**config.mk**
```make
export PLATFORM = sky130hd
export DESIGN_NAME = object_datapath
export DESIGN_NICKNAME = d
export VERILOG_FILES = /design/src/rtl/obstacle_pkg.sv /design/src/rtl/object_datapath_rate_divider.sv /design/src/rtl/object_datapath.sv
export SDC_FILE = /design/constraint.sdc
export NUM_CORES = 1
export LEC_CHECK = 0
export ABC_CLOCK_PERIOD_IN_PS = 4170
export CAP_MARGIN = 20
export CORE_MARGIN = 8
export CORE_UTILIZATION = 29
export CTS_CLUSTER_DIAMETER = 150
export CTS_CLUSTER_SIZE = 12
export DETAILED_ROUTE_END_ITERATION = 10
export SYNTH_ARGS = -nofsm -noshare
export SYNTH_HDL_FRONTEND = slang
export SYNTH_SLANG_ARGS = --single-unit
```
**constraint.sdc**
```tcl
create_clock -name clock -period 4.17 [get_ports clock]
set_clock_uncertainty 0.2 [all_clocks]
set_input_delay 0.417 -clock clock [delete_from_list [all_inputs] [get_ports clock]]
set_output_delay 0.417 -clock clock [all_outputs]
set_load 0.02 [all_outputs]
```
**src/rtl/obstacle_pkg.sv**
```systemverilog
// Shared types, screen geometry, colours and the box-overlap helper for the object datapath.
// The enum carries the obstacle repaint states only when OBSTACLE_BOUNCE_EN is defined.
package obstacle_pkg;

    localparam int unsigned SCREEN_W = 160;
    localparam int unsigned SCREEN_H = 120;
    localparam int unsigned SPRITE   = 4;

    localparam logic [2:0] C_PLAYER = 3'b010;
    localparam logic [2:0] C_OBS    = 3'b100;
    localparam logic [2:0] C_BG     = 3'b000;

    typedef enum logic [2:0] {
        S_INIT,
        S_DRAW,
        S_WAIT,
        S_ERASE,
`ifdef OBSTACLE_BOUNCE_EN
        S_OBS_ERASE,
        S_OBS_DRAW,
`endif
        S_UPDATE,
        S_DONE
    } state_e;

    // Inclusive overlap of two axis-aligned boxes; 9-bit operands so edge sums never wrap.
    function automatic logic overlap(input logic [8:0] ax, input logic [8:0] ay,
                                     input logic [8:0] aw, input logic [8:0] ah,
                                     input logic [8:0] bx, input logic [8:0] by,
                                     input logic [8:0] bw, input logic [8:0] bh);
        return (ax <= bx + bw - 9'd1) && (ax + aw - 9'd1 >= bx) &&
               (ay <= by + bh - 9'd1) && (ay + ah - 9'd1 >= by);
    endfunction

endpackage

```
**src/rtl/object_datapath_rate_divider.sv**
```systemverilog
// Step-rate divider: counts enabled cycles and pulses tick for one cycle at each wrap.
// The count clears whenever enable drops, so a paused run restarts a full period.
module rate_divider #(
    parameter int unsigned TICKS_PER_STEP = 833333
) (
    input  logic clock,
    input  logic reset,
    input  logic enable,
    output logic tick
);

    localparam int unsigned   CW   = (TICKS_PER_STEP > 1) ? $clog2(TICKS_PER_STEP) : 1;
    localparam logic [CW-1:0] LAST = CW'(TICKS_PER_STEP - 1);

    logic [CW-1:0] cnt_q, cnt_d;
    logic          tick_q, tick_d;

    always_comb begin
        cnt_d  = '0;
        tick_d = 1'b0;
        if (enable) begin
            if (cnt_q == LAST) begin
                tick_d = 1'b1;
            end else begin
                cnt_d = cnt_q + CW'(1);
            end
        end
    end

    always_ff @(posedge clock) begin
        if (reset) begin
            cnt_q  <= '0;
            tick_q <= 1'b0;
        end else begin
            cnt_q  <= cnt_d;
            tick_q <= tick_d;
        end
    end

    assign tick = tick_q;

endmodule

```
**src/rtl/object_datapath.sv**
```systemverilog
// Moves a 4x4 player sprite one pixel right per step and paints it through the VGA pixel port.
// Define OBSTACLE_BOUNCE_EN to make the obstacle bounce vertically and be repainted every step.
module object_datapath
    import obstacle_pkg::*;
#(
    parameter int unsigned X_START        = 8,
    parameter int unsigned Y_START        = 56,
    parameter int unsigned X_END          = 152,
    parameter int unsigned OBS_X          = 80,
    parameter int unsigned OBS_Y          = 52,
    parameter int unsigned OBS_W          = 8,
    parameter int unsigned OBS_H          = 16,
    parameter int unsigned TICKS_PER_STEP = 833333
) (
    input  logic       clock,
    input  logic       reset,
    input  logic       draw,
    input  logic       write_en,
    input  logic       move_up,
    input  logic       move_down,
    output logic [7:0] x_out,
    output logic [6:0] y_out,
    output logic [2:0] colour_out,
    output logic       plot,
    output logic       finish
);

    localparam logic [6:0] Y_MAX        = 7'(SCREEN_H - SPRITE);
    localparam logic [3:0] OBS_COL_LAST = 4'(OBS_W - 1);
    localparam logic [3:0] OBS_ROW_LAST = 4'(OBS_H - 1);

    state_e     state_q, state_d;
    logic [7:0] x_q, x_d;
    logic [6:0] y_q, y_d;
    logic [3:0] spr_k_q, spr_k_d;
    logic [3:0] obs_col_q, obs_col_d;
    logic [3:0] obs_row_q, obs_row_d;
    logic       pend_q, pend_d;
    logic       finish_q, finish_d;
    logic [7:0] x_out_q, x_out_d;
    logic [6:0] y_out_q, y_out_d;
    logic [2:0] colour_q, colour_d;
    logic       plot_q, plot_d;

    logic       tick;
    logic [6:0] obs_y;
    logic [3:0] obs_col_nxt, obs_row_nxt;
    logic       obs_last, spr_last;
    logic [7:0] x_new;
    logic [6:0] y_new;
    logic       hit;
    logic [7:0] obs_px_x, spr_px_x;
    logic [6:0] obs_px_y, spr_px_y;

`ifdef OBSTACLE_BOUNCE_EN
    localparam logic [6:0] OBS_Y_MAX = 7'(SCREEN_H - OBS_H);
    logic [6:0] obs_y_q, obs_y_d;
    logic       obs_dn_q, obs_dn_d;
    assign obs_y = obs_y_q;
`else
    assign obs_y = 7'(OBS_Y);
`endif

    rate_divider #(.TICKS_PER_STEP(TICKS_PER_STEP)) u_rate_divider (
        .clock  (clock),
        .reset  (reset),
        .enable (draw),
        .tick   (tick)
    );

    // Pixel addresses for the current paint counter values.
    assign obs_px_x = 8'(OBS_X) + 8'(obs_col_q);
    assign obs_px_y = obs_y + 7'(obs_row_q);
    assign spr_px_x = x_q + 8'(spr_k_q[1:0]);
    assign spr_px_y = y_q + 7'(spr_k_q[3:2]);
    assign spr_last = (spr_k_q == 4'hF);
    assign obs_last = (obs_col_q == OBS_COL_LAST) && (obs_row_q == OBS_ROW_LAST);

    // Row-major obstacle scan: column fastest, both wrap to zero after the last pixel.
    always_comb begin
        obs_col_nxt = obs_col_q + 4'd1;
        obs_row_nxt = obs_row_q;
        if (obs_col_q == OBS_COL_LAST) begin
            obs_col_nxt = '0;
            obs_row_nxt = (obs_row_q == OBS_ROW_LAST) ? 4'd0 : obs_row_q + 4'd1;
        end
    end

    // Candidate position for the next step; opposing moves cancel.
    always_comb begin
        y_new = y_q;
        if (move_up && !move_down && (y_q != 7'd0)) begin
            y_new = y_q - 7'd1;
        end else if (move_down && !move_up && (y_q < Y_MAX)) begin
            y_new = y_q + 7'd1;
        end
    end

    assign x_new = x_q + 8'd1;
    assign hit   = overlap(9'(x_new), 9'(y_new), 9'(SPRITE), 9'(SPRITE),
                           9'(OBS_X), 9'(obs_y), 9'(OBS_W), 9'(OBS_H))
                   || (9'(x_new) >= 9'(X_END));

    always_comb begin
        state_d   = state_q;
        x_d       = x_q;
        y_d       = y_q;
        spr_k_d   = spr_k_q;
        obs_col_d = obs_col_q;
        obs_row_d = obs_row_q;
        pend_d    = pend_q | tick;
        finish_d  = finish_q;
        x_out_d   = x_out_q;
        y_out_d   = y_out_q;
        colour_d  = colour_q;
        plot_d    = 1'b0;
`ifdef OBSTACLE_BOUNCE_EN
        obs_y_d   = obs_y_q;
        obs_dn_d  = obs_dn_q;
`endif
        case (state_q)
            S_INIT: begin
                x_out_d   = obs_px_x;
                y_out_d   = obs_px_y;
                colour_d  = C_OBS;
                plot_d    = write_en;
                obs_col_d = obs_col_nxt;
                obs_row_d = obs_row_nxt;
                if (obs_last) state_d = S_DRAW;
            end
            S_DRAW: begin
                x_out_d  = spr_px_x;
                y_out_d  = spr_px_y;
                colour_d = C_PLAYER;
                plot_d   = write_en;
                spr_k_d  = spr_k_q + 4'd1;
                if (spr_last) state_d = S_WAIT;
            end
            S_WAIT: begin
                // A tick seen earlier is held in pend_q so one step happens per tick.
                if (draw && (tick || pend_q)) begin
                    pend_d  = 1'b0;
                    state_d = S_ERASE;
                end
            end
            S_ERASE: begin
                x_out_d  = spr_px_x;
                y_out_d  = spr_px_y;
                colour_d = C_BG;
                plot_d   = write_en;
                spr_k_d  = spr_k_q + 4'd1;
`ifdef OBSTACLE_BOUNCE_EN
                if (spr_last) state_d = S_OBS_ERASE;
`else
                if (spr_last) state_d = S_UPDATE;
`endif
            end
`ifdef OBSTACLE_BOUNCE_EN
            S_OBS_ERASE: begin
                x_out_d   = obs_px_x;
                y_out_d   = obs_px_y;
                colour_d  = C_BG;
                plot_d    = write_en;
                obs_col_d = obs_col_nxt;
                obs_row_d = obs_row_nxt;
                if (obs_last) begin
                    state_d = S_OBS_DRAW;
                    if (obs_dn_q) begin
                        if (obs_y_q < OBS_Y_MAX) begin
                            obs_y_d = obs_y_q + 7'd1;
                        end else begin
                            obs_y_d  = obs_y_q - 7'd1;
                            obs_dn_d = 1'b0;
                        end
                    end else begin
                        if (obs_y_q != 7'd0) begin
                            obs_y_d = obs_y_q - 7'd1;
                        end else begin
                            obs_y_d  = obs_y_q + 7'd1;
                            obs_dn_d = 1'b1;
                        end
                    end
                end
            end
            S_OBS_DRAW: begin
                x_out_d   = obs_px_x;
                y_out_d   = obs_px_y;
                colour_d  = C_OBS;
                plot_d    = write_en;
                obs_col_d = obs_col_nxt;
                obs_row_d = obs_row_nxt;
                if (obs_last) state_d = S_UPDATE;
            end
`endif
            S_UPDATE: begin
                x_d = x_new;
                y_d = y_new;
                if (hit) begin
                    finish_d = 1'b1;
                    state_d  = S_DONE;
                end else begin
                    state_d  = S_DRAW;
                end
            end
            S_DONE: begin
                state_d = S_DONE;
            end
            default: begin
                state_d = S_INIT;
            end
        endcase
    end

    always_ff @(posedge clock) begin
        if (reset) begin
            state_q   <= S_INIT;
            x_q       <= 8'(X_START);
            y_q       <= 7'(Y_START);
            spr_k_q   <= '0;
            obs_col_q <= '0;
            obs_row_q <= '0;
            pend_q    <= 1'b0;
            finish_q  <= 1'b0;
            x_out_q   <= '0;
            y_out_q   <= '0;
            colour_q  <= '0;
            plot_q    <= 1'b0;
`ifdef OBSTACLE_BOUNCE_EN
            obs_y_q   <= 7'(OBS_Y);
            obs_dn_q  <= 1'b1;
`endif
        end else begin
            state_q   <= state_d;
            x_q       <= x_d;
            y_q       <= y_d;
            spr_k_q   <= spr_k_d;
            obs_col_q <= obs_col_d;
            obs_row_q <= obs_row_d;
            pend_q    <= pend_d;
            finish_q  <= finish_d;
            x_out_q   <= x_out_d;
            y_out_q   <= y_out_d;
            colour_q  <= colour_d;
            plot_q    <= plot_d;
`ifdef OBSTACLE_BOUNCE_EN
            obs_y_q   <= obs_y_d;
            obs_dn_q  <= obs_dn_d;
`endif
        end
    end

    assign x_out      = x_out_q;
    assign y_out      = y_out_q;
    assign colour_out = colour_q;
    assign plot       = plot_q;
    assign finish     = finish_q;

endmodule

```
* Word level (Yosys, flattened, before mapping) *
Index checks and enable logic that the tools add are counted.

cells by class
  add/sub/neg operators = 15
  $lt $le $gt $ge = 6
  equal/unequal tests = 13
  mux-type cells = 16
  bitwise logic cells = 3
  reduce and logical (&&, ||, !) cells = 25

operators by type and width
  operator                                                           number
  adder 20 x 1 -> 20 bit, second input constant                      1
  == test 20 bit, second input constant                              1
  case mux 3 bit (6 select lines)                                    1
  case mux 8 bit (2 select lines)                                    1
  two-way mux 3 bit                                                  5
  two-way mux 7 bit                                                  2
  case mux 7 bit (2 select lines)                                    1
  adder 4 x 1 -> 4 bit, second input constant                        3
  adder 8 x 3 -> 9 bit, second input constant                        1
  greater-or-equal comparator 9 x 6 -> 1 bit, second input constant  1
  greater-or-equal comparator 9 x 7 -> 1 bit, second input constant  1
  logical AND 1 bit                                                  9
  case mux 3 bit (3 select lines)                                    1
  subtractor 8 x 1 -> 9 bit, second input constant                   1
  subtractor 9 x 1 -> 9 bit, second input constant                   1
  adder 7 x 3 -> 8 bit, second input constant                        1
  adder 7 x 4 -> 8 bit, first input constant                         1
  adder 8 x 1 -> 8 bit, second input constant                        1
  adder 8 x 2 -> 8 bit                                               1
  == test 4 bit, second input constant                               2
  greater-or-equal comparator 8 bit, second input constant           1
  less-or-equal comparator 8 x 7 -> 1 bit, second input constant     1
  two-way mux 4 bit                                                  2
  inequality test 2 bit, second input constant                       4
  23 further kinds                                                   34

word-level totals
  register bits = 72
  bits of input ports = 6
  output and inout bits = 20

* Depth between registers and ports, before layout *
Gate-level depths: netlist of run 1.

  depth in word-level cells = 12
  depth in mapped cells = 9

* By module *
From an unflattened synthesis of run 1, not the netlist that was laid out.

second synthesis, totals
  cells, all modules = 470
  area total of the unflattened synthesis = 3,846.2 µm²

modules (own cells, without submodules)
  module           times used  cells each  area an instance (µm²)  seq. area each (µm²)
  object_datapath  1           361         2,877.8                 1,001.0
  rate_divider     1           109         968.4                   420.4

* Worst setup path after synthesis of run 1 *
OpenSTA, ideal clock, no wires.

  path kind = register to register
  start = register y_q[1]
  end = register finish_q, in the netlist finish
  setup time = 0.101 ns
  arrival time = 2.041 ns
  required time = 3.869 ns
  path slack = 1.828 ns
  stages on the path, launching flop included = 10
  clock period less this slack = 2.342 ns
  cell sequence = dfxtp_1 > inv_1 > ha_1 > nor4b_4 > a2111oi_1 > o22ai_1 > xnor2_2 > a311oi_1 > a32oi_1 > o41ai_1

between the ends
  longest elaborated chain between the ends = 10

ends and longest elaborated chain
  item                                        line                    RTL
  start: declaration                          object_datapath.sv:34   logic [6:0] y_q, y_d;
  start signal: assignment                    object_datapath.sv:218  y_q <= 7'(Y_START);
  start signal: assignment                    object_datapath.sv:235  y_q <= y_d;
  less-than comparator 7 bit                  object_datapath.sv:94   end else if (move_down && !move_up && (y_q < Y_MAX)) begin
  logical AND 1 bit                           object_datapath.sv:94
  two-way mux 7 bit                           object_datapath.sv:94
  two-way mux 7 bit (*)                       object_datapath.sv:92   if (move_up && !move_down && (y_q != 7'd0)) begin
  adder 7 x 3 -> 8 bit                        obstacle_pkg.sv:32      (ay <= by + bh - 9'd1) && (ay + ah - 9'd1 >= by);
  subtractor 8 x 1 -> 9 bit                   obstacle_pkg.sv:32
  greater-or-equal comparator 9 x 6 -> 1 bit  obstacle_pkg.sv:32
  logical AND 1 bit (*)                       obstacle_pkg.sv:32
  logical OR 1 bit (*)                        object_datapath.sv:102  || (9'(x_new) >= 9'(X_END));
  AND reduction 2 bit (no source line) (*)    n/a
  end signal: assignment                      object_datapath.sv:240  finish_q <= finish_d;
  end: declaration                            object_datapath.sv:39   logic finish_q, finish_d;

Mark *: on every way between the ends. The rest lies on a longest branch, timed or not.
A chain may end at the register's enable or synchronous reset.

* Worst setup path after layout of run 1 *
  start = register y_q[1]
  end = register state_q[2]

between the ends
  longest elaborated chain between the ends = 11

ends and longest elaborated chain
  item                                        line                    RTL
  less-than comparator 7 bit                  object_datapath.sv:94
  logical AND 1 bit                           object_datapath.sv:94
  two-way mux 7 bit                           object_datapath.sv:94
  two-way mux 7 bit (*)                       object_datapath.sv:92
  adder 7 x 3 -> 8 bit                        obstacle_pkg.sv:32
  subtractor 8 x 1 -> 9 bit                   obstacle_pkg.sv:32
  greater-or-equal comparator 9 x 6 -> 1 bit  obstacle_pkg.sv:32
  logical AND 1 bit (*)                       obstacle_pkg.sv:32
  logical OR 1 bit (*)                        object_datapath.sv:102
  two-way mux 3 bit (*)                       object_datapath.sv:198  if (hit) begin
  case mux 3 bit (6 select lines) (*)         object_datapath.sv:121  case (state_q)
  end signal: assignment                      object_datapath.sv:233  state_q <= state_d;
  end: declaration                            object_datapath.sv:32   state_e state_q, state_d;

Marks and branches as above.

==> flow_metrics.tcl, run 1 <==
set metrics [dict create \
    status "complete, no violations" \
    crit_path_max_incr_delay_ps 510 \
    die-area_um2 17570 \
    drcViolationCount 0 \
    hold_depth 1 \
    hold_slack_ps 277.6 \
    ys_warn_count 0 \
    clockBufferDepth 2 \
    postRouteAntennaNets 0 \
    setup_tns_ps 0 \
    viasPerCell 4.893 \
    maxCapViolCount 0 \
    core_um2 13240 \
    syn-cell-area_um2 3939 \
    cts.clk_slew.worst_paths_ps 60 \
    io_pins 26 \
    r2r_setup_slack_ps 1460 \
    start_kind "flip-flop" \
    synth_edf_count 0 \
    hold_viol_final 0 \
    grt_pass1_vias 3153 \
    r2r_end "state_q[2]" \
    ys_async_sr_fraction 0 \
    cts-hold-fix-buffers 0 \
    r2r_start "y_q[1]" \
    power.density_nw_per_um2 349.4 \
    wl_per_cell_um 13.28 \
    place_hpwl_um 6551 \
    die_y_um 132.5 \
    die_width_um 132.5 \
    reg2regPathDepth 9 \
    ys_seq_elements 71 \
    setup_violations 0 \
    final.min_clock_period_ps 2709 \
    avgSynthCellArea_um2 8.172 \
    min_from "u_rate_divider.cnt_q[0]" \
    final_nets 515 \
    synth-main-ff-cell "dfxtp_1" \
    slew_headroom 0.4928 \
    p_leak_nw 1.628 \
    p_total_w 0.001605 \
    synth_cell_type_count 61 \
    numClockSinks 71 \
    antenna_found_initial 0 \
    crit_path_top_delay_cell "dfxtp_1" \
    htreeDepth 3 \
    clk-insertion-delay-late_ps 330 \
    tritoncts "done" \
    post-cts-setup-buffers 0 \
    start_util 0.2974 \
    timing.fmax_mhz 369.1 \
    portBuffers 24 \
    cts-root-buf "clkbuf_16" \
    routed_wl_um 8923 \
    syn_inst 482 \
    cp.required_ps 4190 \
    syn_nets 505 \
    min_period_over_period 0.6497 \
    detail_route.iter0.violations 200 \
    rsz0062_at_grt "false" \
    num_vias 3288 \
    cts_buffers 9 \
    dp_cells 655 \
    vdd_ir_drop_max_mv 0.1996 \
    areaGrowthSynthToFinish_pct 16.65 \
    fin_cells 672 \
    min_path_type "reg -> reg" \
    post_cts_resized 0 \
    critical_path.cell_chain "inv_1, ha_1, nor4b_4, a2111oi_1, o22ai_1, xnor2_2, a311oi_1, a32oi_1, o41ai_1" \
    grt_pass1_wl_um 15370 \
    cp_max_fo 8 \
    final_max_slew_viol_count 0 \
    gp_congestion 0.8127 \
    worst-path-buf-inv 1 \
    drt_pass1_iterations 4 \
    grtUsageTotal 0.1042 \
    ys_seq_area_frac 0.3609 \
    path_class "reg -> reg" \
    crit_arrival_ps 2730 \
    drive_gt1_frac 0.05847 \
    cp_top_family "compound AO/OA/AOI/OAI gates" \
    end_kind "flip-flop" \
    overflow 0 \
    final_core_util 0.3469 \
    grt_max_degree 48 \
    max_slew.worst_pin.slew_ps 758.7 \
    hold_end "u_rate_divider.cnt_q[0]" \
    rows 42 \
    antennaDiodeCount 0 \
]
-- layout by cell type (no fill, tap or decap), drive strengths merged, types with 3 or more instances in the layout --
master and n:
dfxtp 71, nor2 66, nand2 48, a21oi 31
xor2 29, nand3 24, clkdlybuf4s50 23, xnor2 22
inv 19, ha 15, o21ai 13, nor3 12
and3 12, clkbuf 12, or3 9, a211oi 7
nand2b 6, nand4 5, o22ai 4, nor2b 4
and2 4, a32oi 4, nor4b 4, buf 4
o211ai 3, nand4b 3, o31ai 3, a221oi 3
a2111oi 3
-- cell families (layout without fill, tap and decap cells) --
family	after synthesis	after routing	share of synthesized area
simple gates	209	209	0.2633
compound gates	85	85	0.1433
flops	71	71	0.3609
xor+xnor	51	51	0.1153
buf+inv	48	62	0.05845
fa+ha+maj	17	17	0.05781
other cells	1	1	0.0009521
-- per-layer routing --
metal  GRT usage  share of wire  up-vias
met3     0.03179          0.044       10
met1      0.1267           0.48     1543
met5           0              0        -
met2      0.1718           0.46       49
li1            -              -     1686
met4     0.03281          0.012        0
-- cell type report --
class | instances | area, µm²
fill | 1388 | 8648
multi-input combinational | 363 | 2287
timing repair buffer | 27 | 259.0
inverter | 20 | 75.07
tap | 176 | 220.2
clock buffer | 12 | 266.5
clock inverter | 3 | 65.06
sequential | 71 | 1421
-- cell usage after synthesis, drive strengths merged (2+ instances only) --
library cell / n / area share
nor2: 66 / 0.064
fa: 2 / 0.010
o21ai: 13 / 0.017
inv: 19 / 0.018
nor3b: 2 / 0.0038
xor2: 29 / 0.064
a21oi: 31 / 0.039
nor4: 2 / 0.0032
nand2: 48 / 0.046
xnor2: 22 / 0.051
and3: 12 / 0.019
or3: 9 / 0.014
nor4b: 4 / 0.013
buf: 13 / 0.025
nand2b: 6 / 0.0095
nand4: 5 / 0.0079
o221a: 2 / 0.0057
and4: 2 / 0.0044
clkbuf: 15 / 0.014
ha: 15 / 0.048
and2: 4 / 0.0064
a221oi: 3 / 0.0067
a22o: 2 / 0.0044
nand3: 24 / 0.032
a32oi: 4 / 0.0089
a211oi: 7 / 0.015
a2111oi: 3 / 0.0070
o211ai: 3 / 0.0057
o22ai: 4 / 0.0064
o31ai: 3 / 0.0057
nor2b: 4 / 0.0064
nor3: 12 / 0.015
dfxtp: 71 / 0.36
o41ai: 2 / 0.0044
or2: 2 / 0.0032
nand4b: 3 / 0.0067
-- flip-flops by register name, indices dropped and copies added, names as in the netlist --
signal                flops
colour_out                2
finish                    1
obs_col_q                 4
obs_row_q                 4
pend_q                    1
plot                      1
spr_k_q                   4
state_q                   3
u_rate_divider.cnt_q     20
u_rate_divider.tick       1
x_out                     8
x_q                       8
y_out                     7
y_q                       7
-- worst max-delay path by stage --
stage | startpoint | end | slack [ps] | depth (start not counted)
after global routing | y_q[1] | state_q[2] | 1220 | 9
after global placement | move_up | state_q[2] | 1260 | 8
after detailed placement | move_up | finish | 1180 | 8
after CTS | y_q[1] | finish | 1460 | 9
after floorplan | y_q[1] | finish | 1830 | 9
final | y_q[1] | state_q[2] | 1460 | 9
-- stage by stage --
stage	worst slack, ps	cell area [µm²]
floorplan	1828	3939
global placement	1255	4247
detailed placement	1178	4247
CTS	1461	4578
global route	1225	4594
finish	1461	4594
-- report_power, final --
part	switching (W)	internal, W
clock	0.000275	0.000568
sequential	0.00000719	0.000688
combinational	0.0000390	0.0000279
-- worst reg2reg max path: stages, from the launching register on --
cell and delay (ps):
dfxtp_1 510, inv_1 170, ha_1 210, nor4b_4 150
a2111oi_1 410, o22ai_1 180, xnor2_2 180, a311oi_1 220
a32oi_1 110, o41ai_1 260
Power figures use the tool's default switching activity.
==> run 2, diff against run 1 <==
Settings changed: ABC_CLOCK_PERIOD_IN_PS 4170 to 2770.
Clock period 4.17 ns to 2.77 ns, I/O delays scaled along.
==> run 2 against run 1 <==
  * Final cell count increased by 2.2%
  * Sequential share of layout area decreased by 0.78 points
  * Critical path depth increased by 1
  * Largest cell class unchanged
  * Non-clock buffer count increased by 14
  * Combinational power increased by 56%
  * Routed wire length increased by 4.5%
==> flow_metrics.tcl, run 2 (synthesis gave the netlist of run 1 again) <==
set metrics [dict create \
    status "complete, no violations" \
    grt_pass1_vias 3214 \
    antennaDiodeCount 0 \
    layout_commonest_cell "dfxtp_1" \
    htreeDepth 3 \
    detail_route.iter0.violations 293 \
    final.min_clock_period_ps 2582 \
    drive_gt1_frac 0.08611 \
    viasPerCell 4.885 \
    largest_register_ffs 20 \
    final_nets 529 \
    p_sw_frac 0.2116 \
    overflow 0 \
    die_y_um 132.5 \
    cts-root-buf "clkbuf_16" \
    drt_pass1_iterations 4 \
    tritoncts "done" \
    num_vias 3356 \
    p_comb_frac 0.042 \
    io_pins 26 \
    cts.clk_slew.worst_paths_ps 60 \
    routed_wl_um 9327 \
    start_kind "flip-flop" \
    die-area_um2 17570 \
    cts-hold-fix-buffers 0 \
    slew_headroom 0.4918 \
    setup_violations 0 \
    start_util 0.2974 \
    rsz0062_at_grt "false" \
    min_path_type "in -> reg" \
    areaGrowthSynthToFinish_pct 19.66 \
    crit_arrival_ps 2610 \
    setup_tns_ps 0 \
    drcViolationCount 0 \
    maxCapViolCount 0 \
    postRouteAntennaNets 0 \
    nFillCells 1378 \
    die_width_um 132.5 \
    clk-insertion-delay-late_ps 330 \
    end_kind "flip-flop" \
    p_clk_frac 0.538 \
    hold_slack_ps 207.5 \
    gp_congestion 0.8224 \
    cp_max_fo 6 \
    portBuffers 24 \
    wl_per_cell_um 13.58 \
    timing.fmax_mhz 387.3 \
    hold_viol_final 0 \
    numClockSinks 71 \
    path_class "reg -> reg" \
    grt_max_degree 48 \
    clockBufferDepth 2 \
    p_int_w 0.001961 \
    max_slew.worst_pin.slew_ps 760.1 \
    p_sw_w 0.0005263 \
    final_max_slew_viol_count 0 \
    cts_buffers 9 \
    place_hpwl_um 6831 \
    power_frac_seq 0.421 \
    antenna_found_initial 0 \
    power.density_nw_per_um2 527.8 \
    p_leak_nw 1.707 \
    vdd_ir_drop_max_mv 0.3057 \
    grt_pass1_wl_um 15610 \
    regMostFlops "u_rate_divider.cnt_q" \
    layout_common_cells "dfxtp_1, nor2_1, nand2_1" \
    cp.required_ps 2790 \
    rows 42 \
    grtUsageTotal 0.1068 \
    core_um2 13240 \
    min_period_over_period 0.9321 \
]
run 2: power groups by stage:
stage | Combinational [W] | Clock [W] | Sequential [W]
global route | 0.000115 | 0.00141 | 0.00105
finish | 0.000104 | 0.00134 | 0.00105
global placement | 0.000102 | 0 | 0.00107
CTS | 0.000105 | 0.00137 | 0.00105
detailed placement | 0.000104 | 0 | 0.00107
floorplan | 0.0000578 | 0 | 0.00108
run 2: metal layers:
layer  part of all wire  wire length (µm)  global-route usage  up-vias
met5                  0                 0                   0        -
met4              0.013               119             0.03533        0
met3              0.059               550             0.03104       12
met2               0.46              4328              0.1760       70
met1               0.46              4330              0.1303     1562
li1                   -                 -                   -     1712
run 2: worst max-delay path, stage by stage (launching register included):
cell	delay, ps
dfxtp_1	310
inv_1	130
ha_1	170
nor4b_4	360
buf_4	190
a211oi_1	80
o22ai_1	190
xor2_1	250
and3_1	220
a32oi_1	130
o41ai_1	250
run 2: worst paths after layout:
| check | cells past startpoint | slack, ps | start | to |
|---|---|---|---|---|
| min | 3 | 210 | reset | x_q[3] |
| min reg2reg | 1 | 280 | u_rate_divider.cnt_q[0] | u_rate_divider.cnt_q[0] |
| max | 10 | 190 | y_q[1] | finish |
| max reg2reg | 10 | 190 | y_q[1] | finish |
run 2: area by class of cell:
| type | instances | area [µm²] | area share |
|---|---|---|---|
| Sequential cell | 71 | 1421 | 0.3016 |
| Clock inverter | 7 | 121.4 | 0.02575 |
| Tap cell | 176 | 220.2 | 0.04672 |
| Timing Repair Buffer | 41 | 362.8 | 0.07698 |
| Inverter | 20 | 75.07 | 0.01593 |
| Clock buffer | 9 | 225.2 | 0.04778 |
| Multi-Input combinational cell | 363 | 2287 | 0.4853 |
run 2: what timing repair did:
| action | in CTS | in global routing |
|---|---|---|
| resized for setup | 0 | 1 |
| buffers inserted | 0 | 1 |
| endpoints found under the setup margin | 0 | 2 |
run 2: stage by stage:
stage	power, W	instances	setup slack (ps)	area [µm²]	util
after floorplan	0.001134	482	428.0	3939	-
after global placement	0.001169	670	148.3	4359	0.3292
after detailed placement	0.001172	670	5.828	4359	0.3292
after CTS	0.002516	686	183.8	4706	0.3553
after global routing	0.002573	687	4.576	4713	0.3559
final	0.002488	687	188.2	4713	0.3559
==> run 3, diff against run 2 <==
Settings changed: ABC_CLOCK_PERIOD_IN_PS 2770 to unset, PLACE_DENSITY set to 0.45.
==> run 3 against run 2 <==
  * Flip-flop and latch count stayed put
  * Critical endpoint unchanged
  * Design area is 0.37% lower
  * First-iteration DRC count is 31% lower
  * Maximum frequency is 0.49% higher
  * Combinational power hardly changed
  * Clock power is 8% lower
  * Die area stayed put
  * Non-clock buffer count is 1 higher
  * Final cell count is 0.15% higher
  * Critical path depth stayed put
  * Count of clock-buffer cells in the layout is 2 higher
  * Sequential share of layout area is 0.11 points higher
==> flow_metrics.tcl, run 3 (synthesis gave the netlist of run 1 again) <==
set metrics [dict create \
    worst-path-buf-inv 2 \
    route.met2.wl_um 4499 \
    rows 42 \
    cts.clk_slew.worst_paths_ps 60 \
    grt_max_degree 48 \
    layout_common_cells "dfxtp_1, nor2_1, nand2_1" \
    maxCapViolCount 0 \
    setup_tns_ps 0 \
    hold_depth 3 \
    grtUsageTotal 0.1142 \
    min_path_type "in -> reg" \
    clockBufferDepth 2 \
    grt_pass1_wl_um 16410 \
    rsz0062_at_grt "false" \
    numClockSinks 71 \
    setup_violations 0 \
    crit_path_top_delay_cell "a2111oi_1" \
    overflow 0 \
    r2r_setup_slack_ps 200 \
    final_area_um2 4696 \
    start_util 0.2974 \
    clk-insertion-delay-late_ps 340 \
    final_max_slew_viol_count 0 \
    cp_top_family "compound AO/OA/AOI/OAI gates" \
    cp.required_ps 2800 \
    tritoncts "done" \
    num_vias 3296 \
    m1WireLength_um 4820 \
    place_area_um2 4367 \
    timing.fmax_mhz 389.2 \
    antennaDiodeCount 0 \
    fin_cells 688 \
    dp_cells 671 \
    io_pins 26 \
    cts_buffers 9 \
    cp_max_fo 4 \
    gp_congestion 0.8097 \
    core_um2 13240 \
    slew_headroom 0.5338 \
    die_width_um 132.5 \
    path_class "reg -> reg" \
    hold_viol_final 0 \
    route.met3.wl_um 391 \
    regMostFlops "u_rate_divider.cnt_q" \
    drive_gt1_frac 0.08984 \
    grt_pass1_vias 3211 \
    r2r_end "finish" \
    antenna_found_initial 0 \
    die_y_um 132.5 \
    place_hpwl_um 7050 \
    hold_end "x_q[3]" \
    status "complete, no violations" \
    portBuffers 24 \
    final_nets 530 \
    viasPerCell 4.791 \
    layout_commonest_cell "dfxtp_1" \
    end_kind "flip-flop" \
    p_leak_nw 1.703 \
    min_from "reset" \
    htreeDepth 3 \
    crit_arrival_ps 2600 \
    vdd_ir_drop_max_mv 0.2705 \
    power.density_nw_per_um2 506.9 \
    crit_path_max_incr_delay_ps 380 \
    cts-hold-fix-buffers 0 \
    max_slew.worst_pin.slew_ps 694.0 \
    min_period_over_period 0.9276 \
    r2r_start "y_q[0]" \
    start_kind "flip-flop" \
    critical_path.cell_chain "inv_1, ha_1, nor4b_4, buf_4, a2111oi_1, o22ai_1, xnor2_2, and3_1, a32oi_1, o41ai_1" \
    postRouteAntennaNets 0 \
    drcViolationCount 0 \
    detail_route.iter0.violations 202 \
    final.min_clock_period_ps 2569 \
    largest_register_ffs 20 \
    reg2regPathDepth 10 \
    areaGrowthSynthToFinish_pct 19.22 \
    routed_wl_um 9833 \
    die-area_um2 17570 \
    cts-root-buf "clkbuf_16" \
    top_layer_used "met4" \
    drt_pass1_iterations 4 \
    wl_per_cell_um 14.29 \
]
[run 3: what timing repair did]
| action | in CTS | in global routing |
|---|---|---|
| buffers inserted | 0 | 1 |
| gates resized for setup | 0 | 1 |
| endpoints found under the setup margin | 0 | 1 |
[run 3: power breakdown]
group          total, W  internal, W  switching, W
Sequential      0.00105      0.00103     0.0000111
Clock           0.00123     0.000755      0.000475
Combinational  0.000104    0.0000445     0.0000594
[run 3: worst max-delay path by stage]
stage / from / to / slack, ps / cells past startpoint
floorplan: y_q[1] / finish / 430 / 9
global placement: move_up / state_q[2] / 140 / 9
detailed placement: move_up / state_q[2] / 50 / 9
CTS: y_q[1] / state_q[2] / 180 / 9
global route: y_q[0] / finish / 40 / 10
finish: y_q[0] / finish / 200 / 10
[run 3: worst reg2reg max path: cells and delay by family (launching register included)]
family,cells,cell delay [ps]
fa+ha+maj,1,200
flops,1,330
compound gates,4,980
buf+inv,2,250
xor+xnor,1,210
simple gates,2,320
[run 3: layout make-up]
class,count,area [µm²]
tap,176,220.2
fill,1408,8547
clock buffer,11,252.7
multi-input combinational,363,2295
sequential,71,1421
timing repair buffer,42,370.4
clock inverter,5,61.31
inverter,20,75.07
[run 3: routing by layer]
layer / global-route usage / up-vias
li1: - / 1722
met1: 0.1446 / 1516
met2: 0.1800 / 48
met3: 0.03596 / 10
met4: 0.03659 / 0
met5: 0 / -
[run 3: through the flow]
| step | utilization | worst slack, ps | hold WS, ps | total power [W] |
|---|---|---|---|---|
| 6_report | 0.3546 | 200.7 | 196.5 | 0.002380 |
| 5_1_grt | 0.3546 | 39.84 | 259.2 | 0.002483 |
| 4_1_cts | 0.3535 | 183.7 | 202.9 | 0.002424 |
| 3_5_place_dp | 0.3297 | 54.21 | 267.2 | 0.001174 |
| 3_3_place_gp | 0.3297 | 141.9 | 262.8 | 0.001173 |
| 2_1_floorplan | - | 428.0 | 229.5 | 0.001134 |
